## src/rtl/snake_pkg.sv

```systemverilog
// Shared types for the snake game core: direction and game-state encodings
// plus the reversal helper used by the direction filter.
package snake_pkg;

    typedef enum logic [1:0] {
        DIR_UP    = 2'b00,
        DIR_DOWN  = 2'b01,
        DIR_LEFT  = 2'b10,
        DIR_RIGHT = 2'b11
    } dir_t;

    typedef enum logic [1:0] {
        ST_IDLE = 2'b00,
        ST_RUN  = 2'b01,
        ST_DEAD = 2'b10
    } state_t;

    // Opposite pairs differ only in the low bit of the encoding.
    function automatic dir_t opposite(input dir_t d);
        return dir_t'(d ^ 2'b01);
    endfunction

endpackage

```

## src/rtl/snake_tick_gen.sv

```systemverilog
// Movement tick generator: counts 0..TICK_DIV-1 while enabled and emits a
// one-cycle tick on the terminal count.
module snake_tick_gen #(
    parameter int TICK_DIV = 20000000
) (
    input  logic clk,
    input  logic rst,
    input  logic enable,
    input  logic clear,
    output logic tick
);

    localparam int            CW   = (TICK_DIV > 1) ? $clog2(TICK_DIV) : 1;
    localparam logic [CW-1:0] LAST = CW'(TICK_DIV - 1);

    logic [CW-1:0] r_cnt;

    assign tick = enable && !clear && (r_cnt == LAST);

    always_ff @(posedge clk or posedge rst) begin
        if (rst)
            r_cnt <= '0;
        else if (clear)
            r_cnt <= '0;
        else if (enable)
            r_cnt <= (r_cnt == LAST) ? '0 : r_cnt + 1'b1;
    end

endmodule

```

## src/rtl/snake_engine.sv

```systemverilog
// Snake game core: segment shift register, direction filter, collision and
// food detection, IDLE/RUN/DEAD control and per-pixel snake/head flags.
module snake_engine
    import snake_pkg::*;
#(
    parameter int MAX_LEN  = 16,
    parameter int CELL     = 10,
    parameter int GRID_W   = 64,
    parameter int GRID_H   = 48,
    parameter int TICK_DIV = 20000000,
    parameter int WRAP     = 1,
    parameter int START_X  = 40,
    parameter int START_Y  = 40
) (
    input  logic       clk,
    input  logic       rst,
    input  logic       start,
    input  logic       pause,
    input  logic       btn_up,
    input  logic       btn_down,
    input  logic       btn_left,
    input  logic       btn_right,
    input  logic [5:0] food_x,
    input  logic [5:0] food_y,
    input  logic       food_valid,
    input  logic [9:0] x_pos,
    input  logic [8:0] y_pos,
    output logic       eat,
    output logic       game_over,
    output logic       running,
    output logic [6:0] length,
    output logic [7:0] score,
    output logic       snake_pix,
    output logic       head_pix
);

    state_t     r_state, w_state_nxt;
    dir_t       r_dir, r_cdir, w_req, w_base;
    logic [5:0] r_seg_x [MAX_LEN];
    logic [5:0] r_seg_y [MAX_LEN];
    logic [6:0] r_len;
    logic [7:0] r_score;
    logic       r_eat;

    logic       w_tick, w_start, w_req_vld, w_accept;
    logic [5:0] w_nx, w_ny;
    logic       w_wall, w_self, w_grow, w_hit, w_move;

    function automatic logic pix_in(input logic [5:0] cx, input logic [5:0] cy,
                                    input logic [9:0] px, input logic [8:0] py);
        int x0, y0;
        x0 = int'(cx) * CELL;
        y0 = int'(cy) * CELL;
        return (int'(px) >= x0) && (int'(px) < x0 + CELL) &&
               (int'(py) >= y0) && (int'(py) < y0 + CELL);
    endfunction

    snake_tick_gen #(.TICK_DIV(TICK_DIV)) u_tick (
        .clk    (clk),
        .rst    (rst),
        .enable (r_state == ST_RUN && !pause),
        .clear  (r_state != ST_RUN),
        .tick   (w_tick)
    );

    assign w_start = start && (r_state != ST_RUN);

    always_comb begin
        w_req_vld = 1'b1;
        w_req     = DIR_UP;
        if (btn_right)     w_req = DIR_RIGHT;
        else if (btn_left) w_req = DIR_LEFT;
        else if (btn_up)   w_req = DIR_UP;
        else if (btn_down) w_req = DIR_DOWN;
        else               w_req_vld = 1'b0;
    end

    // On a tick the move in r_dir becomes the committed one this very cycle.
    assign w_base   = w_tick ? r_dir : r_cdir;
    assign w_accept = w_req_vld && (w_req != opposite(w_base));

    always_comb begin
        w_nx   = r_seg_x[0];
        w_ny   = r_seg_y[0];
        w_wall = 1'b0;
        case (r_dir)
            DIR_UP:
                if (r_seg_y[0] == 6'd0) begin
                    w_ny = 6'(GRID_H - 1); w_wall = (WRAP == 0);
                end else w_ny = r_seg_y[0] - 6'd1;
            DIR_DOWN:
                if (r_seg_y[0] == 6'(GRID_H - 1)) begin
                    w_ny = 6'd0; w_wall = (WRAP == 0);
                end else w_ny = r_seg_y[0] + 6'd1;
            DIR_LEFT:
                if (r_seg_x[0] == 6'd0) begin
                    w_nx = 6'(GRID_W - 1); w_wall = (WRAP == 0);
                end else w_nx = r_seg_x[0] - 6'd1;
            default:
                if (r_seg_x[0] == 6'(GRID_W - 1)) begin
                    w_nx = 6'd0; w_wall = (WRAP == 0);
                end else w_nx = r_seg_x[0] + 6'd1;
        endcase
    end

    assign w_grow = food_valid && (w_nx == food_x) && (w_ny == food_y);

    // The tail cell is only safe when it actually vacates, i.e. no growth.
    always_comb begin
        w_self = 1'b0;
        for (int i = 1; i < MAX_LEN; i++) begin
            if ((i < int'(r_len) - 1 || (i == int'(r_len) - 1 && w_grow)) &&
                r_seg_x[i] == w_nx && r_seg_y[i] == w_ny)
                w_self = 1'b1;
        end
    end

    assign w_hit  = w_wall || w_self;
    assign w_move = w_tick && !w_hit;

    always_comb begin
        w_state_nxt = r_state;
        case (r_state)
            ST_IDLE, ST_DEAD: if (start) w_state_nxt = ST_RUN;
            ST_RUN:           if (w_tick && w_hit) w_state_nxt = ST_DEAD;
            default:          w_state_nxt = ST_IDLE;
        endcase
    end

    always_ff @(posedge clk or posedge rst) begin
        if (rst) r_state <= ST_IDLE;
        else     r_state <= w_state_nxt;
    end

    always_ff @(posedge clk or posedge rst) begin
        if (rst) begin
            r_dir   <= DIR_UP;
            r_cdir  <= DIR_UP;
            r_len   <= 7'd3;
            r_score <= '0;
            r_eat   <= 1'b0;
            for (int i = 0; i < MAX_LEN; i++) begin
                r_seg_x[i] <= 6'(START_X);
                r_seg_y[i] <= 6'(START_Y + i);
            end
        end else begin
            r_eat <= w_move && w_grow;
            if (w_tick)   r_cdir <= r_dir;
            if (w_accept) r_dir  <= w_req;
            if (w_move) begin
                r_seg_x[0] <= w_nx;
                r_seg_y[0] <= w_ny;
                for (int i = 1; i < MAX_LEN; i++) begin
                    r_seg_x[i] <= r_seg_x[i-1];
                    r_seg_y[i] <= r_seg_y[i-1];
                end
                if (w_grow) begin
                    if (r_len < 7'(MAX_LEN)) r_len   <= r_len + 7'd1;
                    if (r_score != 8'hFF)    r_score <= r_score + 8'd1;
                end
            end
            // A new game restores the power-on snake, overriding any button.
            if (w_start) begin
                r_dir   <= DIR_UP;
                r_cdir  <= DIR_UP;
                r_len   <= 7'd3;
                r_score <= '0;
                for (int i = 0; i < MAX_LEN; i++) begin
                    r_seg_x[i] <= 6'(START_X);
                    r_seg_y[i] <= 6'(START_Y + i);
                end
            end
        end
    end

    always_comb begin
        snake_pix = 1'b0;
        head_pix  = 1'b0;
        for (int i = 0; i < MAX_LEN; i++) begin
            if (i < int'(r_len) && pix_in(r_seg_x[i], r_seg_y[i], x_pos, y_pos)) begin
                snake_pix = 1'b1;
                if (i == 0) head_pix = 1'b1;
            end
        end
    end

    assign eat       = r_eat;
    assign game_over = (r_state == ST_DEAD);
    assign running   = (r_state == ST_RUN);
    assign length    = r_len;
    assign score     = r_score;

endmodule

```

## config.mk

```make
export PLATFORM = sky130hd
export DESIGN_NAME = snake_engine
export DESIGN_NICKNAME = d
export VERILOG_FILES = /design/src/rtl/snake_pkg.sv /design/src/rtl/snake_tick_gen.sv /design/src/rtl/snake_engine.sv
export SDC_FILE = /design/constraint.sdc
export NUM_CORES = 2
export LEC_CHECK = 0
export ABC_AREA = 1
export BUFFER_PORTS_ARGS = -buffer_cell sky130_fd_sc_hd__buf_2
export CORE_MARGIN = 3
export CORE_UTILIZATION = 55
export CTS_BUF_LIST = sky130_fd_sc_hd__clkbuf_16
export DETAILED_ROUTE_END_ITERATION = 10
export MAX_ROUTING_LAYER = met4
export PLACE_DENSITY = 0.83
export SLEW_MARGIN = 30
export SYNTH_ARGS = -nofsm -noshare
export SYNTH_HDL_FRONTEND = slang
export SYNTH_HIERARCHICAL = 1
export SYNTH_SLANG_ARGS = --single-unit
```

## constraint.sdc

```tcl
create_clock -name clk -period 9.25 [get_ports clk]
set_clock_uncertainty 0.1 [all_clocks]
set_input_delay 0.925 -clock clk [delete_from_list [all_inputs] [get_ports clk]]
set_output_delay 0.925 -clock clk [all_outputs]
set_load 0.05 [all_outputs]
```

======== Word level (Yosys, flattened, before mapping) ========
Index checks and enable logic that the tools add are counted.
storage, ports and cells
  output and inout port bits .............. 20
  register bits ........................... 239
operators by class
  order comparisons ....................... 96
  eq/ne operators ......................... 59
  reduce and logical (&&, ||, !) cells .... 152
  add/subtract/negate cells ............... 40
  muxes and demuxes ....................... 67
  $mul .................................... 32
  bitwise logic cells ..................... 1
operator list
  cell                   count
  $mux 96                4
  $add 10x4->11 const B  32
  $mul 6x3->9 const B    32
  $eq 6x6->1             32
  $lt 10x11->1           16
  $lt 9x11->1            16
  $ge 10x10->1           16
  $ge 9x10->1            16
  $logic_and 1x1->1      119
  $mux 25                3
  $eq 5x8->1 const A     8
  $lt 5x8->1 const A     8
  $lt 4x7->1 const A     8
  $mux 1                 37
  $eq 4x8->1 const A     4
  $lt 4x8->1 const A     4
  $mux 8                 4
  $lt 3x7->1 const A     4
  $mux 7                 4
  $add 25x1->25 const B  1
  $eq 25x25->1 const B   1
  $mux 6                 4
  $pmux 6 s2             2
  $eq 3x8->1 const A     2
  29 further kinds       70

======== Longest topological paths before layout ========
  depth after elaboration ................. 29
  mapped depth ............................ 26
  depth with buffers taken out ............ 26

======== Hierarchy ========
Netlist, hierarchy kept.
modules (own cells, without submodules)
  module          sequential area each (um^2)  cells an instance  times used  area each (um^2)
  snake_engine    5467.7                       4538               1           33987.6
  snake_tick_gen  625.6                        239                1           1654.1

======== Worst setup path after synthesis ========
Ideal clock, no wire load.
  path type ............................... register to output
  start ................................... register r_seg_x[15] (netlist name)
  end ..................................... output port snake_pix
  path slack .............................. 4.613 ns
  stages on the path, launching flop included .. 20
  path buffers ............................ 0
  data arrival time ....................... 3.612 ns
  path through ............................ dfstp_2 ha_1 ha_1 inv_1 fa_1 inv_1 nand3_1 xor2_1 ha_1 nand4_1 o21ai_0 o31a_1 o21a_1 o21ai_0 nand2_1 nor3b_1 nand4_1 nand3_1 nor2_1 nand3_1
between the ends
  cells in the longest elaborated chain, start to end .. 10
  elaborated cells on any way between the ends .. 11
  those cells by class .................... add/sub: 1; mul: 1; order compare: 2; mux: 3; reduce/logical: 4
ends and longest elaborated chain
  item                                RTL line             RTL
  start, declared                     snake_engine.sv:39   logic [5:0] r_seg_x [MAX_LEN];
  start signal, assigned by index     snake_engine.sv:143  r_seg_x[i] <= 6'(START_X);
  start signal, assigned by index     snake_engine.sv:154  r_seg_x[i] <= r_seg_x[i-1];
  start signal, assigned by index     snake_engine.sv:169  r_seg_x[i] <= 6'(START_X);
  $mul 6x3->9 (*)                     snake_engine.sv:52   x0 = int'(cx) * CELL;
  $add 10x4->11                       snake_engine.sv:54   return (int'(px) >= x0) && (int'(px) < x0 + CELL) &&
  $lt 10x11->1                        snake_engine.sv:54
  $logic_and 1x1->1 (*) (2 in a row)  snake_engine.sv:54
  $logic_and 1x1->1 (*)               snake_engine.sv:55   (int'(py) >= y0) && (int'(py) < y0 + CELL);
  $logic_and 1x1->1 (*)               snake_engine.sv:180  if (i < int'(r_len) && pix_in(r_seg_x[i], r_seg_y[i], x_pos, y_pos)) begin
  $mux 1 (*) (3 in a row)             snake_engine.sv:180
  end, declared                       snake_engine.sv:33   output logic snake_pix,
Mark *: on every way between the ends. The rest lies on a longest branch, timed or not.

======== Worst setup path in the final report ========
  start ................................... register r_seg_y[69] (netlist name)
  end ..................................... output port snake_pix
between the ends
  cells in the longest elaborated chain, start to end .. 17
  elaborated cells on any way between the ends .. 19
  those cells by class .................... add/sub: 1; mul: 1; order compare: 2; mux: 12; reduce/logical: 3
ends and longest elaborated chain
  item                                                     RTL line                                RTL
  start, declared                                          snake_engine.sv:40                      logic [5:0] r_seg_y [MAX_LEN];
  start signal, assigned by index                          snake_engine.sv:144                     r_seg_y[i] <= 6'(START_Y + i);
  start signal, assigned by index                          snake_engine.sv:155                     r_seg_y[i] <= r_seg_y[i-1];
  start signal, assigned by index                          snake_engine.sv:170                     r_seg_y[i] <= 6'(START_Y + i);
  $mul 6x3->9 (*)                                          snake_engine.sv:53                      y0 = int'(cy) * CELL;
  $add 10x4->11 / $ge 9x10->1 (equally long branches)      snake_engine.sv:55
  $lt 9x11->1 / $logic_and 1x1->1 (equally long branches)  snake_engine.sv:55, snake_engine.sv:54
  $logic_and 1x1->1 (*)                                    snake_engine.sv:55
  $logic_and 1x1->1 (*)                                    snake_engine.sv:180
  $mux 1 (*) (12 in a row)                                 snake_engine.sv:180
Marks and branches as above.

==> impl_metrics.json <==
{
  "outcome": "finished clean",
  "initial_utilization_pct": 56.1,
  "cts.htree.levels": 1,
  "ir_worst_vdd_mv": 0.138,
  "worstSetupEndpointType": "output pin",
  "detailroute.via_count": 33400,
  "clock_tree_from_tritoncts": "built",
  "routed_wire_length_per_instance_um": 18.7,
  "grt_antenna_before_repair": 1,
  "netlist_area_sq_mm": 0.0356,
  "number_of_enable_flip_flop_cells_after_synthesis": 0,
  "dpl.hpwl_mm": 81.3,
  "worst_r2r_endpoint": "r_seg_x[22]",
  "floorplan.die.width_um": 261,
  "globalRouteTotalUtil_pct": 31.7,
  "grt_setup_unrepaired": "no",
  "reg2reg_from": "r_seg_y[90]",
  "synth.avg_cell_area_sq_um": 7.46,
  "ctsLongestPathBuffers": 3,
  "maxSlewHeadroom_pct": 33.1,
  "drt_iter0_markers": 3097,
  "drive_gt1_share_pct": 6.16,
  "cp.depth": 20,
  "hold_viol_final": 0,
  "critPathMaxFanout": 6,
  "top_family_by_delay_on_critical_path": "simple AND/OR/NAND/NOR gates",
  "crit_path_frequent_cell": "sky130_fd_sc_hd__nand3_1",
  "yosys.cell_count.top_type": "sky130_fd_sc_hd__ha_1",
  "worstSetupStartpointType": "flop",
  "first_pass_grt_wire_length_mm": 169,
  "die_footprint_sq_mm": 0.0679,
  "fin_worst_hold_slack_ps": 273,
  "path_class": "reg -> out",
  "path_clk_slew_ps": 70,
  "design.portCount": 60,
  "setup-violations-final": 0,
  "critical_path_required_ps": 8230,
  "critical_path_arrival_ps": 5140,
  "post_synthesis_register_bit_count": 239,
  "distinct_cell_type_count_of_the_synthesized_netlist": 67,
  "fin_nets": 5728,
  "vias_in_the_first_global_route": 31500,
  "sinks_on_the_clock_net": 239,
  "cts-hold-fix-buffers": 0,
  "final_core_util_pct": 59.4,
  "setup_ws_ps": 3090,
  "yosysWarningCount": 6,
  "critPathSlowestCell": "sky130_fd_sc_hd__dfstp_2",
  "synth.top_cells.by_area": "sky130_fd_sc_hd__ha_1 29%, sky130_fd_sc_hd__dfrtp_1 10%, sky130_fd_sc_hd__inv_1 8.5%, sky130_fd_sc_hd__nand2_1 7.6%, sky130_fd_sc_hd__xor2_1 6.7%",
  "crit_start": "r_seg_y[69]",
  "post_drt_via_cell_ratio": 5.88,
  "cpPeakStageDelay_ps": 620,
  "cts.root.buffer_cell": "sky130_fd_sc_hd__clkbuf_16",
  "tns_ps": 0,
  "preCtsSetupSlack_ps": 3590,
  "numCtsBuffers": 28,
  "globalRouteOverflowTotal": 0,
  "worst-r2r-cell-count": 21,
  "hold_class": "in -> async",
  "post-route-period-util_pct": 66.6,
  "post_cts_resize_count": 0,
  "syn2layout_area_growth_pct": 5.97,
  "timing_max_transition_violations_final": 0,
  "yosys-top-cells-count": "840 x sky130_fd_sc_hd__ha_1, 810 x sky130_fd_sc_hd__inv_1, 721 x sky130_fd_sc_hd__nand2_1, 340 x sky130_fd_sc_hd__nor2_1, 309 x sky130_fd_sc_hd__a21oi_1",
  "die_span_in_y_um": 261,
  "core_sq_mm": 0.0635,
  "cap_viol_max_count": 0,
  "worstSkewPairLatency_ps": 580,
  "rows": 92,
  "synth_largest_type_area_fraction_pct": 29.5,
  "post-cts-setup-buffer-count": 0,
  "drt.antenna.violating_nets": 0,
  "clock.fmax_mhz": 162,
  "syn_nets": 5689,
  "worst-r2r-setup-slack_ps": 3350,
  "setup.worst_path.end": "snake_pix",
  "ys.flop_type": "sky130_fd_sc_hd__dfrtp_1",
  "worst_slew_pin_slew_ps": 1000,
  "synthCells": 4777,
  "grt_start_max_net_pins": 109,
  "worst-path-buf-inv": 3,
  "drc": 0,
  "power.density_cell_area_mw_per_mm2": 126,
  "port_buffers": 59,
  "finalWorstPathRequiredPeriod_ps": 6160,
  "drt-total-wl_mm": 106,
  "path_cells": "ha_1, ha_1, a21oi_1, inv_1, a31oi_1, xor2_1, xnor2_1, ha_1, inv_1, nor2_1, o21ai_0, nand2_1, o31ai_1, nand3_1, nor2_1, nand3_1, nand3_1, nor2_1, nand3_1, buf_2",
  "async_reset_ff_share_pct": 100,
  "routabilityCongestion": 0.984,
  "leakage_uw": 0.0202,
  "dr.pass1.iters": 8,
  "synthDominantAreaCellType": "sky130_fd_sc_hd__ha_1",
  "synth.yosys.seq_area_share_pct": 17.1
}
[worst min path at each step]
stage	startpoint	end	slack [ps]	cells past startpoint
2_1_floorplan	r_state[0]	r_state[0]	370	1
3_5_place_dp	r_state[0]	r_state[0]	390	1
5_1_grt	rst	r_seg_y[78]	320	2
6_report	rst	r_seg_y[78]	270	2
3_3_place_gp	r_state[0]	r_state[0]	380	1
4_1_cts	rst	r_seg_y[78]	320	2
[area by class of cell]
type | instances | area [sq um]
multi-input combinational | 3636 | 26100
fill | 5668 | 25800
sequential | 239 | 6090
inverter | 824 | 3100
tap | 846 | 1060
clock buffer | 29 | 726
timing repair buffer | 87 | 529
clock inverter | 22 | 184
antenna | 1 | 2.50
[flip-flops by register name, summed over array words and instances (netlist names)]
register / count
eat: 1
r_cdir: 2
u_tick/r_cnt: 25
r_dir: 2
r_seg_x: 96
score: 8
length: 7
r_state: 2
r_seg_y: 96
[per-layer routing]
metal	track usage [%]	vias to the layer above	routed length, um
met5	-	-	0
met4	10.2	0	3580
met3	4.57	229	10100
met1	43.2	15500	46700
met2	48.4	1496	46100
li1	-	16200	-
[power breakdown]
group / switching (uW) / total, uW / internal [uW]
Sequential: 112 / 1230 / 1120
Clock: 493 / 1140 / 648
Combinational: 1480 / 2400 / 917
[metrics by stage]
step                      instance area (sq um)  instances  total power, uW
after floorplan                           35600       4777             2950
after global placement                    36800       5631             3500
after detailed placement                  36800       5631             3580
after CTS                                 37700       5682             4740
after global routing                      37800       5684             5160
final                                     37800       5684             4770
[placed cells by master, fill, tap and decap left out, types with 59 or more instances in the layout]
cell | synthesis | routed
sky130_fd_sc_hd__nand3_1 | 159 | 159
sky130_fd_sc_hd__xor2_1 | 271 | 271
sky130_fd_sc_hd__o21ai_0 | 215 | 215
sky130_fd_sc_hd__nor2_1 | 340 | 339
sky130_fd_sc_hd__inv_1 | 810 | 814
sky130_fd_sc_hd__a21oi_1 | 309 | 309
sky130_fd_sc_hd__nor3_1 | 84 | 84
sky130_fd_sc_hd__buf_2 | 58 | 59
sky130_fd_sc_hd__nand2_1 | 721 | 721
sky130_fd_sc_hd__ha_1 | 840 | 840
sky130_fd_sc_hd__dfrtp_1 | 149 | 149
sky130_fd_sc_hd__dfstp_2 | 90 | 90
sky130_fd_sc_hd__o22ai_1 | 201 | 201
sky130_fd_sc_hd__nand4_1 | 79 | 79
[cells by family after synthesis]
kind of cell               share of synthesized area, %
AOI/OAI and AO/OA                                  15.9
xor gates and xnor gates                           7.94
adders and majority gates                          31.3
buffers and inverters                              9.81
DFF                                                17.1
and+or+nand+nor                                    17.9
(Power assumes the default switching activity.)
